==> src/rtl/hazard_pkg.sv <==
// ----------------------------------------------------------------------------
// hazard_pkg
// Shared definitions for the hazard control unit:
//   - REG_W        : width of an architectural register specifier (5)
//   - hzd_state_e  : hazard FSM states RUN / MEM_WAIT / TIMEOUT
//   - load_use_hit : load-use hazard detection helper
// ----------------------------------------------------------------------------
package hazard_pkg;

    localparam int REG_W = 5;

    typedef enum logic [1:0] {
        RUN      = 2'd0,
        MEM_WAIT = 2'd1,
        TIMEOUT  = 2'd2
    } hzd_state_e;

    // A load in ID/EX whose destination is read by the instruction in IF/ID.
    // Register 0 is hardwired to zero, so a load targeting it never hazards.
    function automatic logic load_use_hit(
        input logic             mem_read,
        input logic [REG_W-1:0] ex_rt,
        input logic [REG_W-1:0] id_rs,
        input logic [REG_W-1:0] id_rt
    );
        return mem_read & (ex_rt != {REG_W{1'b0}}) &
               ((ex_rt == id_rs) | (ex_rt == id_rt));
    endfunction

endpackage

==> src/rtl/sat_counter.sv <==
// ----------------------------------------------------------------------------
// sat_counter
// Saturating up-counter. Counts cycles where inc=1 and sticks at all-ones.
// With EN=0 no storage is built and count is tied to zero.
// Ports:
//   clk   in  clock, rising edge
//   rst_n in  asynchronous active-low reset
//   srst  in  synchronous clear
//   inc   in  count enable for this cycle
//   count out current count (WIDTH bits)
// ----------------------------------------------------------------------------
module sat_counter #(
    parameter int WIDTH = 16,
    parameter bit EN    = 1'b1
) (
    input  logic             clk,
    input  logic             rst_n,
    input  logic             srst,
    input  logic             inc,
    output logic [WIDTH-1:0] count
);

    generate
        if (EN) begin : g_cnt
            logic [WIDTH-1:0] count_r;

            // Saturating count register
            always_ff @(posedge clk or negedge rst_n) begin
                if (!rst_n) begin
                    count_r <= {WIDTH{1'b0}};
                end else if (srst) begin
                    count_r <= {WIDTH{1'b0}};
                end else if (inc && (count_r != {WIDTH{1'b1}})) begin
                    count_r <= count_r + WIDTH'(1);
                end else begin
                    count_r <= count_r;
                end
            end

            assign count = count_r;
        end else begin : g_nocnt
            // Inputs are intentionally dropped when counting is disabled.
            logic unused_inputs_s;
            assign unused_inputs_s = ^{clk, rst_n, srst, inc};
            assign count           = {WIDTH{1'b0}};
        end
    endgenerate

endmodule

==> src/rtl/hazard_control_unit.sv <==
// ----------------------------------------------------------------------------
// hazard_control_unit
// Pipeline hazard controller: load-use bubbles, taken-branch flushes and
// data-memory wait freezes with a sticky timeout.
//
// Build option: HZD_PERF_COUNT_EN -- when defined, stallCount counts stalled
// cycles (saturating); otherwise stallCount is tied to 0 with no flops.
//
// Ports:
//   clock        in   clock, rising edge
//   reset        in   asynchronous active-low reset
//   ifIdRs/Rt    in   source register fields of the IF/ID instruction
//   idExRt       in   load destination of the ID/EX instruction
//   idExMemRead  in   ID/EX instruction is a load
//   branchTaken  in   branch resolved taken this cycle
//   memReq       in   EX/MEM issues a data-memory access
//   memReady     in   data memory completes the access this cycle
//   control      out  1 = bubble (zero ID/EX control)
//   pcWrite      out  PC write enable
//   ifIdWrite    out  IF/ID write enable
//   ifIdFlush    out  clear IF/ID to NOP
//   pipeFreeze   out  hold every pipeline register
//   memTimeout   out  sticky memory-timeout error
//   stallCount   out  saturating count of stalled cycles
// ----------------------------------------------------------------------------
module hazard_control_unit
    import hazard_pkg::*;
#(
    parameter int MEM_TIMEOUT = 15,
    parameter int CNT_WIDTH   = 16
) (
    input  logic                 clock,
    input  logic                 reset,
    input  logic [REG_W-1:0]     ifIdRs,
    input  logic [REG_W-1:0]     ifIdRt,
    input  logic [REG_W-1:0]     idExRt,
    input  logic                 idExMemRead,
    input  logic                 branchTaken,
    input  logic                 memReq,
    input  logic                 memReady,
    output logic                 control,
    output logic                 pcWrite,
    output logic                 ifIdWrite,
    output logic                 ifIdFlush,
    output logic                 pipeFreeze,
    output logic                 memTimeout,
    output logic [CNT_WIDTH-1:0] stallCount
);

    localparam int WAIT_W = $clog2(MEM_TIMEOUT + 1);
    localparam logic [WAIT_W-1:0] WAIT_LIMIT = WAIT_W'(MEM_TIMEOUT);

`ifdef HZD_PERF_COUNT_EN
    localparam bit PERF_EN = 1'b1;
`else
    localparam bit PERF_EN = 1'b0;
`endif

    hzd_state_e        state_r;
    hzd_state_e        state_nxt_s;
    logic [WAIT_W-1:0] wait_cnt_r;
    logic              timeout_r;
    logic              mem_stall_s;
    logic              load_use_s;
    logic              stall_inc_s;

    assign mem_stall_s = memReq & ~memReady;
    assign load_use_s  = load_use_hit(idExMemRead, idExRt, ifIdRs, ifIdRt);

    // FSM state register
    always_ff @(posedge clock or negedge reset) begin
        if (!reset) begin
            state_r <= RUN;
        end else begin
            state_r <= state_nxt_s;
        end
    end

    // FSM next-state logic
    always_comb begin
        state_nxt_s = state_r;
        case (state_r)
            RUN: begin
                if (mem_stall_s) begin
                    state_nxt_s = MEM_WAIT;
                end else begin
                    state_nxt_s = RUN;
                end
            end
            MEM_WAIT: begin
                if (memReady) begin
                    state_nxt_s = RUN;
                end else if (wait_cnt_r == WAIT_LIMIT) begin
                    state_nxt_s = TIMEOUT;
                end else begin
                    state_nxt_s = MEM_WAIT;
                end
            end
            TIMEOUT: begin
                state_nxt_s = TIMEOUT;
            end
            default: begin
                state_nxt_s = RUN;
            end
        endcase
    end

    // Memory wait counter: 1 on entry to MEM_WAIT, counts while waiting,
    // cleared in RUN, frozen in TIMEOUT.
    always_ff @(posedge clock or negedge reset) begin
        if (!reset) begin
            wait_cnt_r <= {WAIT_W{1'b0}};
        end else begin
            case (state_r)
                RUN: begin
                    if (mem_stall_s) begin
                        wait_cnt_r <= WAIT_W'(1);
                    end else begin
                        wait_cnt_r <= {WAIT_W{1'b0}};
                    end
                end
                MEM_WAIT: begin
                    if (wait_cnt_r != WAIT_LIMIT) begin
                        wait_cnt_r <= wait_cnt_r + WAIT_W'(1);
                    end else begin
                        wait_cnt_r <= wait_cnt_r;
                    end
                end
                default: begin
                    wait_cnt_r <= wait_cnt_r;
                end
            endcase
        end
    end

    // Sticky timeout flag, set on the transition into TIMEOUT
    always_ff @(posedge clock or negedge reset) begin
        if (!reset) begin
            timeout_r <= 1'b0;
        end else if ((state_r == MEM_WAIT) && (state_nxt_s == TIMEOUT)) begin
            timeout_r <= 1'b1;
        end else begin
            timeout_r <= timeout_r;
        end
    end

    assign memTimeout = timeout_r;

    // FSM outputs (Mealy): memory wait > branch flush > load-use bubble.
    // While reset is held the pipeline sees plain RUN behaviour.
    always_comb begin
        control    = 1'b0;
        pcWrite    = 1'b1;
        ifIdWrite  = 1'b1;
        ifIdFlush  = 1'b0;
        pipeFreeze = 1'b0;
        if (!reset) begin
            control    = 1'b0;
            pcWrite    = 1'b1;
            ifIdWrite  = 1'b1;
            ifIdFlush  = 1'b0;
            pipeFreeze = 1'b0;
        end else if ((state_r != RUN) || mem_stall_s) begin
            pipeFreeze = 1'b1;
            pcWrite    = 1'b0;
            ifIdWrite  = 1'b0;
            control    = 1'b0;
            ifIdFlush  = 1'b0;
        end else if (branchTaken) begin
            // The flushed instruction cannot consume the load, so no bubble.
            ifIdFlush  = 1'b1;
        end else if (load_use_s) begin
            control    = 1'b1;
            pcWrite    = 1'b0;
            ifIdWrite  = 1'b0;
        end else begin
            control    = 1'b0;
            pcWrite    = 1'b1;
        end
    end

    assign stall_inc_s = pipeFreeze | control;

    sat_counter #(
        .WIDTH (CNT_WIDTH),
        .EN    (PERF_EN)
    ) u_stall_cnt (
        .clk   (clock),
        .rst_n (reset),
        .srst  (1'b0),
        .inc   (stall_inc_s),
        .count (stallCount)
    );

endmodule
==> config.mk <==
export PLATFORM = sky130hd
export DESIGN_NAME = hazard_control_unit
export DESIGN_NICKNAME = d
export VERILOG_FILES = /design/src/rtl/hazard_pkg.sv /design/src/rtl/sat_counter.sv /design/src/rtl/hazard_control_unit.sv
export SDC_FILE = /design/constraint.sdc
export NUM_CORES = 1
export LEC_CHECK = 0
export ABC_CLOCK_PERIOD_IN_PS = 2300
export CAP_MARGIN = 20
export CORE_AREA = 2 2 47 49
export CTS_CLUSTER_DIAMETER = 50
export DETAILED_ROUTE_END_ITERATION = 10
export DIE_AREA = 0 0 49 51
export PLACE_DENSITY = 0.8
export SYNTH_ARGS = -nofsm -noshare
export SYNTH_HDL_FRONTEND = slang
export SYNTH_HIERARCHICAL = 1
export SYNTH_SLANG_ARGS = --single-unit
export TNS_END_PERCENT = 5
==> constraint.sdc <==
create_clock -name clock -period 2.3 [get_ports clock]
set_input_delay 0.575 -clock clock [delete_from_list [all_inputs] [get_ports clock]]
set_output_delay 0.575 -clock clock [all_outputs]
set_load 0.02 [all_outputs]
==> results of run 1 <==
-- area by class of cell --
type	instances	area [um2]	share of cell area
Multi-Input combinational cell	60	442	0.453
Inverter	3	11.3	0.0115
Sequential cell	7	175	0.179
Tap cell	28	35.0	0.0359
Timing Repair Buffer	35	287	0.294
Clock buffer	4	26.3	0.0269
-- path summary, 6_finish.rpt --
check,endpoint,slack (ns),depth (start not counted)
worst max-delay path,ifIdWrite,0.05,6
worst min-delay path,state_r[0],0.42,2
worst max register to register,wait_cnt_r[0],0.74,5
worst min register to register,memTimeout,0.48,1
max in group asynchronous,memTimeout,1.76,2
min in group clock,memTimeout,0.48,1
-- flip-flops by register name (all words and copies together), names as in the netlist --
signal,cells
state_r,2
memTimeout,1
wait_cnt_r,4
-- critical path: stages --
cell and delay (ns):
clkdlybuf4s50_1 0.45, nand2_1 0.06, nor2_2 0.15, o21ai_4 0.08, o21ba_4 0.23, buf_6 0.13
-- power by group --
group / switching (mW) / leakage [nW] / internal, mW
Sequential: 0.00819 / 0.0937 / 0.129
Combinational: 0.0751 / 0.369 / 0.0678
Clock: 0.0427 / 0.0150 / 0.0660
-- metrics by stage --
stage / setup slack (ns) / setup TNS [ns] / hold slack, ns / power, mW
floorplan: 0.0446 / 0 / 0.279 / 0.235
global placement: -0.755 / -3.26 / 0.472 / 0.277
detailed placement: -0.775 / -3.26 / 0.463 / 0.280
CTS: 0.0102 / 0 / 0.420 / 0.393
global route: 0.00286 / 0 / 0.424 / 0.417
finish: 0.0537 / 0 / 0.421 / 0.389
-- routing by layer --
metal,global-route usage,up-vias,share of wire
li1,-,289,-
met1,0.122,274,0.39
met2,0.226,33,0.53
met3,0.0263,2,0.073
met4,0.0667,0,0.0087
met5,0,-,0
-- what timing repair did --
| action | CTS | global route |
|---|---|---|
| endpoints found under the setup margin | 5 | 2 |
| hold buffers | 0 | 0 |
| cloned | 0 | 0 |
| pin swaps | 16 | 2 |
| gates resized for setup | 64 | 2 |
| setup buffers | 1 | 0 |
==> impl_metrics.yaml, run 1 <==
route:
  wirelength_um: 1380
  drt_pass1_iterations: 3
  via_per_inst: 4.36
  drc: 0
  wire_per_inst_um: 10.1
  num_vias: 598
  drt-initial-drc-count: 14
  postRouteAntennaNets: 0
global_route:
  grt_use_total: 0.119
  overflow: 0
  grt_pass1_vias: 598
  antenna_found_initial: 0
  grt_first_pass_wirelength_um: 2350
  grt_max_degree: 9
final_layout:
  fin_util: 0.473
  drive_gt1_frac: 0.330
  final_common_cell: "conb_1"
  final_cells: 137
  area_delta_synth_final_pct: 47.2
  fin_area_um2: 976
  nNetsFinal: 132
  fillers: 202
  mostFrequentLayoutCells: "16 x conb_1, 14 x dlygate4sd2_1, 10 x buf_4"
  n_antenna_cell: 0
power_and_ir_drop:
  p_leak_nw: 0.478
  pwr_density_cell_nw_per_um2: 399
  ir_drop_mv: 0.164
place:
  placed_area_um2: 925
  placed_cells: 132
  finalWeightedCongestion: 0.800
  dp_hpwl_um: 1150
  portBuffers: 26
sta:
  slew_viol_final: 0
  final_hold_viol_count: 0
  fin_skew_ns: 0.00107
  final.min_clock_period_ns: 2.25
  setup_viol: 0
  rsz0062_at_grt: "no"
  period_share: 0.977
  max_freq_ghz: 0.445
floorplanning:
  io_pins: 43
  coreArea_um2: 2060
  rows: 17
  initial_utilization: 0.321
  fp.dieW_um: 49
  die_h_um: 51
  die_area_um2: 2500
synthesis:
  synth.cell_area_um2: 663
  synth_cells: 74
  synth_area_per_cell_um2: 8.96
  synth_warnings: 6
clock_network:
  cts_tree: "built"
  cts_made_buffers: 3
  htree_levels: 1
  clockRootBuffer: "clkbuf_4"
  cts.sinks: 7
  clk_latency_ns: 0.24
  clock_path_buffers: 2
  clk_pin_slew_ns: 0.05
worst_setup_path:
  worstSetupStartpointType: "input port"
  critPathArrivalTime_ns: 1.67
  crit_required_ns: 1.73
  worstSetupPathType: "in -> out"
  critical_path.startpoint: "idExMemRead"
  r2r_start: "wait_cnt_r[0]"
  end_kind: "output pin"
  path_max_fanout: 2
min_path:
  hold_class: "in -> async"
run_status:
  outcome: "finished clean"
run:
  cap_viol_max_count: 0
(Power assumes the default switching activity.)
==> inputs of run 2 (changes only) <==
--- a/config.mk
+++ b/config.mk
@@ -7,11 +7,12 @@
 export LEC_CHECK = 0
 export ABC_CLOCK_PERIOD_IN_PS = 2300
 export CAP_MARGIN = 20
-export CORE_AREA = 2 2 47 49
+export CORE_AREA = 2 2 65 42
 export CTS_CLUSTER_DIAMETER = 50
+export CTS_CLUSTER_SIZE = 24
 export DETAILED_ROUTE_END_ITERATION = 10
-export DIE_AREA = 0 0 49 51
-export PLACE_DENSITY = 0.8
+export DIE_AREA = 0 0 67 44
+export PLACE_DENSITY = 0.7
 export SYNTH_ARGS = -nofsm -noshare
 export SYNTH_HDL_FRONTEND = slang
 export SYNTH_HIERARCHICAL = 1
==> run 2 against run 1 <==
Effect of this change:
- flip-flop and latch count unchanged
- register-to-register slack is essentially flat
- clock power increased by 56%
- die area rose by 18%
==> impl_metrics.yaml, run 2 (same netlist as run 1, synthesis figures left out) <==
run_status:
  outcome: "finished clean"
floorplanning:
  die_area_um2: 2950
  io_pins: 43
  fp.dieW_um: 67
  coreArea_um2: 2380
  rows: 14
  initial_utilization: 0.278
  die_h_um: 44
power_and_ir_drop:
  ir_drop_mv: 0.256
  pwr_density_cell_nw_per_um2: 458
  p_leak_nw: 0.492
worst_setup_path:
  cp_slowest_cell: "or4_4"
  worstSetupPathType: "in -> out"
  crit_family: "simple AND/OR/NAND/NOR gates"
  cp_cell_sequence: "buf_2 -> or4_4 -> o21ai_4 -> o21ba_4 -> buf_6"
  path_buf_inv: 2
  end_kind: "output pin"
  slowest_delay_ns: 0.54
  crit_required_ns: 1.73
  worstSetupStartpointType: "input port"
  critPathArrivalTime_ns: 1.69
  path_max_fanout: 3
route:
  drc: 0
  postRouteAntennaNets: 0
  wire_per_inst_um: 12.3
  drt-initial-drc-count: 12
  num_vias: 610
  drt_pass1_iterations: 4
  wirelength_um: 1760
  via_per_inst: 4.27
final_layout:
  area_delta_synth_final_pct: 50.0
  largest-register: "wait_cnt_r"
  fillers: 258
  seq_area_um2: 175
  final_common_cell: "conb_1"
  mostFrequentLayoutCells: "16 x conb_1, 13 x buf_4, 11 x dlygate4sd2_1"
  multi_input_area_um2: 427
  n_antenna_cell: 0
  fin_util: 0.418
  drive_gt1_frac: 0.333
  nNetsFinal: 134
  largest_register_ffs: 4
clock_network:
  cts_made_buffers: 3
  htree_levels: 1
  cts_hold_buf: 0
  clk_latency_ns: 0.23
  clockRootBuffer: "clkbuf_8"
  clock_path_buffers: 2
  cts.sinks: 7
  cts_tree: "built"
  clk_pin_slew_ns: 0.04
sta:
  period_share: 0.985
  final_hold_viol_count: 0
  slew_viol_final: 0
  setup_viol: 0
  max_freq_ghz: 0.442
  rsz0062_at_grt: "yes"
  setup_ws_ns: 0.0355
  final.min_clock_period_ns: 2.26
  fin_skew_ns: 0.00144
run:
  cap_viol_max_count: 0
min_path:
  hold_class: "reg -> reg"
global_route:
  grt_first_pass_wirelength_um: 2860
  grt_max_degree: 9
  grt_pass1_vias: 606
  overflow: 0
  grt_use_total: 0.133
  antenna_found_initial: 0
place:
  finalWeightedCongestion: 0.764
  portBuffers: 26
  preCtsSetupSlack_ns: -0.783
  dp_hpwl_um: 1410
## run 2: final cells by class
type / instances / area share
Sequential cell: 7 / 0.176
Tap cell: 32 / 0.0403
Inverter: 3 / 0.0113
Clock buffer: 4 / 0.0453
Multi-Input combinational cell: 60 / 0.429
Timing Repair Buffer: 37 / 0.298
## run 2: layer usage
layer  routed length, um  part of all wire  vias up  global-route usage
met4                   0                 0        0              0.0367
met5                   0                 0        -                   0
met2                 815              0.46       17               0.198
met3                  88             0.050        0              0.0312
li1                    -                 -      296                   -
met1                 856              0.49      297               0.193
## run 2: path summary, 6_finish.rpt
| kind | start | to | slack (ns) | cells after the start |
|---|---|---|---|---|
| worst max-delay path | idExRt[3] | ifIdWrite | 0.04 | 5 |
| worst min-delay path | memTimeout | memTimeout | 0.47 | 1 |
| worst max register to register | wait_cnt_r[0] | wait_cnt_r[0] | 0.74 | 5 |
| worst min register to register | memTimeout | memTimeout | 0.47 | 1 |
| max in group asynchronous | reset | state_r[0] | 1.70 | 2 |
| min in group asynchronous | reset | wait_cnt_r[3] | 0.48 | 2 |
## run 2: through the flow
step / std cells / area, um2 / total power, mW / hold WS (ns) / setup TNS, ns
after detailed placement: 138 / 945 / 0.286 / 0.466 / -3.39
final: 143 / 995 / 0.455 / 0.474 / 0
after global routing: 143 / 995 / 0.480 / 0.503 / -0.00152
after global placement: 138 / 945 / 0.284 / 0.453 / -3.30
after floorplan: 89 / 719 / 0.235 / 0.279 / 0
after CTS: 143 / 1000 / 0.462 / 0.479 / 0
## run 2: repair_timing
action                                  4_1_cts  5_1_grt
pin swaps                                    15        5
endpoints found under the setup margin        5        3
gates cloned                                  0        0
gates resized for setup                      65        5
buffers inserted                              1        0
## run 2: report_power, final
part / internal, mW / switching, mW / leakage [nW]
logic: 0.0691 / 0.0786 / 0.376
registers: 0.130 / 0.00813 / 0.0937
clock network: 0.120 / 0.0502 / 0.0228
==> inputs of run 3 (changes only) <==
--- a/config.mk
+++ b/config.mk
@@ -7,12 +7,13 @@
 export LEC_CHECK = 0
 export ABC_CLOCK_PERIOD_IN_PS = 2300
 export CAP_MARGIN = 20
-export CORE_AREA = 2 2 65 42
+export CORE_AREA = 2 2 47 49
 export CTS_CLUSTER_DIAMETER = 50
 export CTS_CLUSTER_SIZE = 24
 export DETAILED_ROUTE_END_ITERATION = 10
-export DIE_AREA = 0 0 67 44
-export PLACE_DENSITY = 0.7
+export DIE_AREA = 0 0 49 51
+export PLACE_DENSITY = 0.8
+export REMOVE_ABC_BUFFERS = 1
 export SYNTH_ARGS = -nofsm -noshare
 export SYNTH_HDL_FRONTEND = slang
 export SYNTH_HIERARCHICAL = 1
==> run 3 against run 2 <==
Effect of this change:
- clock skew up 0.0026 ns
- total power shrank 9.7%
- sequential power about the same
- largest power group is now combinational cells
- first-iteration DRC count shrank 42%
- highest routed layer is now met4
- design area up 2.1%
==> impl_metrics.yaml, run 3 (same netlist as run 1, synthesis figures left out) <==
final_layout:
  area_delta_synth_final_pct: 53.2
  fin_area_um2: 1020
  largest_register_ffs: 4
  drive_gt1_frac: 0.363
  mostFrequentLayoutCells: "16 x conb_1, 15 x dlygate4sd2_1, 14 x buf_4"
  nNetsFinal: 136
  fin_util: 0.492
  largest-register: "wait_cnt_r"
  fillers: 198
  n_antenna_cell: 0
  final_common_cell: "conb_1"
min_path:
  hold_class: "in -> async"
worst_setup_path:
  worst-r2r-setup-slack_ns: 0.70
  worstSetupStartpointType: "input port"
  critPathArrivalTime_ns: 1.70
  crit_end: "control"
  r2r_start: "wait_cnt_r[0]"
  timing.rr.end: "wait_cnt_r[0]"
  crit_required_ns: 1.73
  worstSetupPathType: "in -> out"
  reg2reg_depth: 5
  critical_path.startpoint: "idExRt[4]"
  end_kind: "output pin"
  path_max_fanout: 3
floorplanning:
  io_pins: 43
  die_area_um2: 2500
  fp.dieW_um: 49
  coreArea_um2: 2060
  initial_utilization: 0.321
  rows: 17
  die_h_um: 51
sta:
  slew_viol_final: 0
  setup_viol: 0
  fin_skew_ns: 0.00401
  final.min_clock_period_ns: 2.27
  period_share: 0.989
  max_freq_ghz: 0.440
  final_hold_viol_count: 0
route:
  postRouteAntennaNets: 0
  num_vias: 627
  drt_pass1_iterations: 4
  wirelength_um: 1730
  drc: 0
  wire_per_inst_um: 12.3
  drt-initial-drc-count: 7
  via_per_inst: 4.45
place:
  portBuffers: 26
  dp_hpwl_um: 1280
  finalWeightedCongestion: 0.735
  placed_area_um2: 932
run_status:
  outcome: "finished clean"
global_route:
  grt_use_total: 0.149
  grt_max_degree: 10
  overflow: 0
  antenna_found_initial: 0
  grt_pass1_vias: 664
  grt-busiest-layer: "met2"
  met3_usage: 0.0351
  use_met2: 0.304
  use_met1: 0.138
  grt_first_pass_wirelength_um: 2790
clock_network:
  clock_path_buffers: 2
  clk_pin_slew_ns: 0.06
  htree_levels: 1
  cts_tree: "built"
  cts_made_buffers: 3
  clk_latency_ns: 0.26
  clockRootBuffer: "clkbuf_4"
  cts.sinks: 7
power_and_ir_drop:
  ir_drop_mv: 0.346
  p_leak_nw: 0.513
  pwr_density_cell_nw_per_um2: 405
run:
  cap_viol_max_count: 0
## run 3: cell type report
| cell class | count | area [um2] | share of cell area |
|---|---|---|---|
| multi-input cells | 60 | 444 | 0.437 |
| repair buffers | 39 | 324 | 0.319 |
| flip-flops and latches | 7 | 175 | 0.172 |
| well taps | 28 | 35.0 | 0.0345 |
| clock buffers | 4 | 26.3 | 0.0259 |
| inverters | 3 | 11.3 | 0.0111 |
## run 3: worst min-delay path by stage
| stage | startpoint | slack (ns) | end | cells after the start |
|---|---|---|---|---|
| 3_5_place_dp | memTimeout | 0.46 | memTimeout | 1 |
| 2_1_floorplan | reset | 0.28 | memTimeout | 0 |
| 5_1_grt | reset | 0.39 | wait_cnt_r[1] | 2 |
| 4_1_cts | reset | 0.38 | wait_cnt_r[0] | 2 |
| 6_report | reset | 0.38 | wait_cnt_r[0] | 2 |
| 3_3_place_gp | memTimeout | 0.45 | memTimeout | 1 |
## run 3: where the power goes
group          internal, mW  total (mW)  switching (mW)
combinational        0.0757       0.157          0.0814
clock                0.0665       0.116          0.0494
sequential            0.129       0.138         0.00905
total                 0.271       0.411           0.140
## run 3: per-layer routing
layer / up-vias / share of wire
met1: 290 / 0.35
li1: 300 / -
met3: 2 / 0.079
met2: 35 / 0.57
met5: - / 0
met4: 0 / 0.0075
## run 3: timing repair
item	in CTS	in global routing
hold buffers	0	0
pin swaps	18	5
setup endpoints to repair	5	3
resized for setup	68	4
buffers inserted	4	0
cloned	0	0
## run 3: critical path: stages
cell	delay, ns
clkdlybuf4s15_2	0.21
or4_4	0.43
o21ai_4	0.16
buf_4	0.13
nor3b_2	0.03
buf_4	0.16
## run 3: metrics by stage
step / instances / power (mW) / hold WS [ns] / setup slack [ns] / setup TNS (ns)
after floorplan: 70 / 0.209 / 0.279 / 0.114 / 0
after global placement: 133 / 0.279 / 0.449 / -0.756 / -3.21
after detailed placement: 133 / 0.284 / 0.461 / -0.810 / -3.39
after CTS: 141 / 0.411 / 0.379 / 0.0198 / 0
after global routing: 141 / 0.435 / 0.395 / -0.0133 / -0.0133
final: 141 / 0.411 / 0.378 / 0.0257 / 0
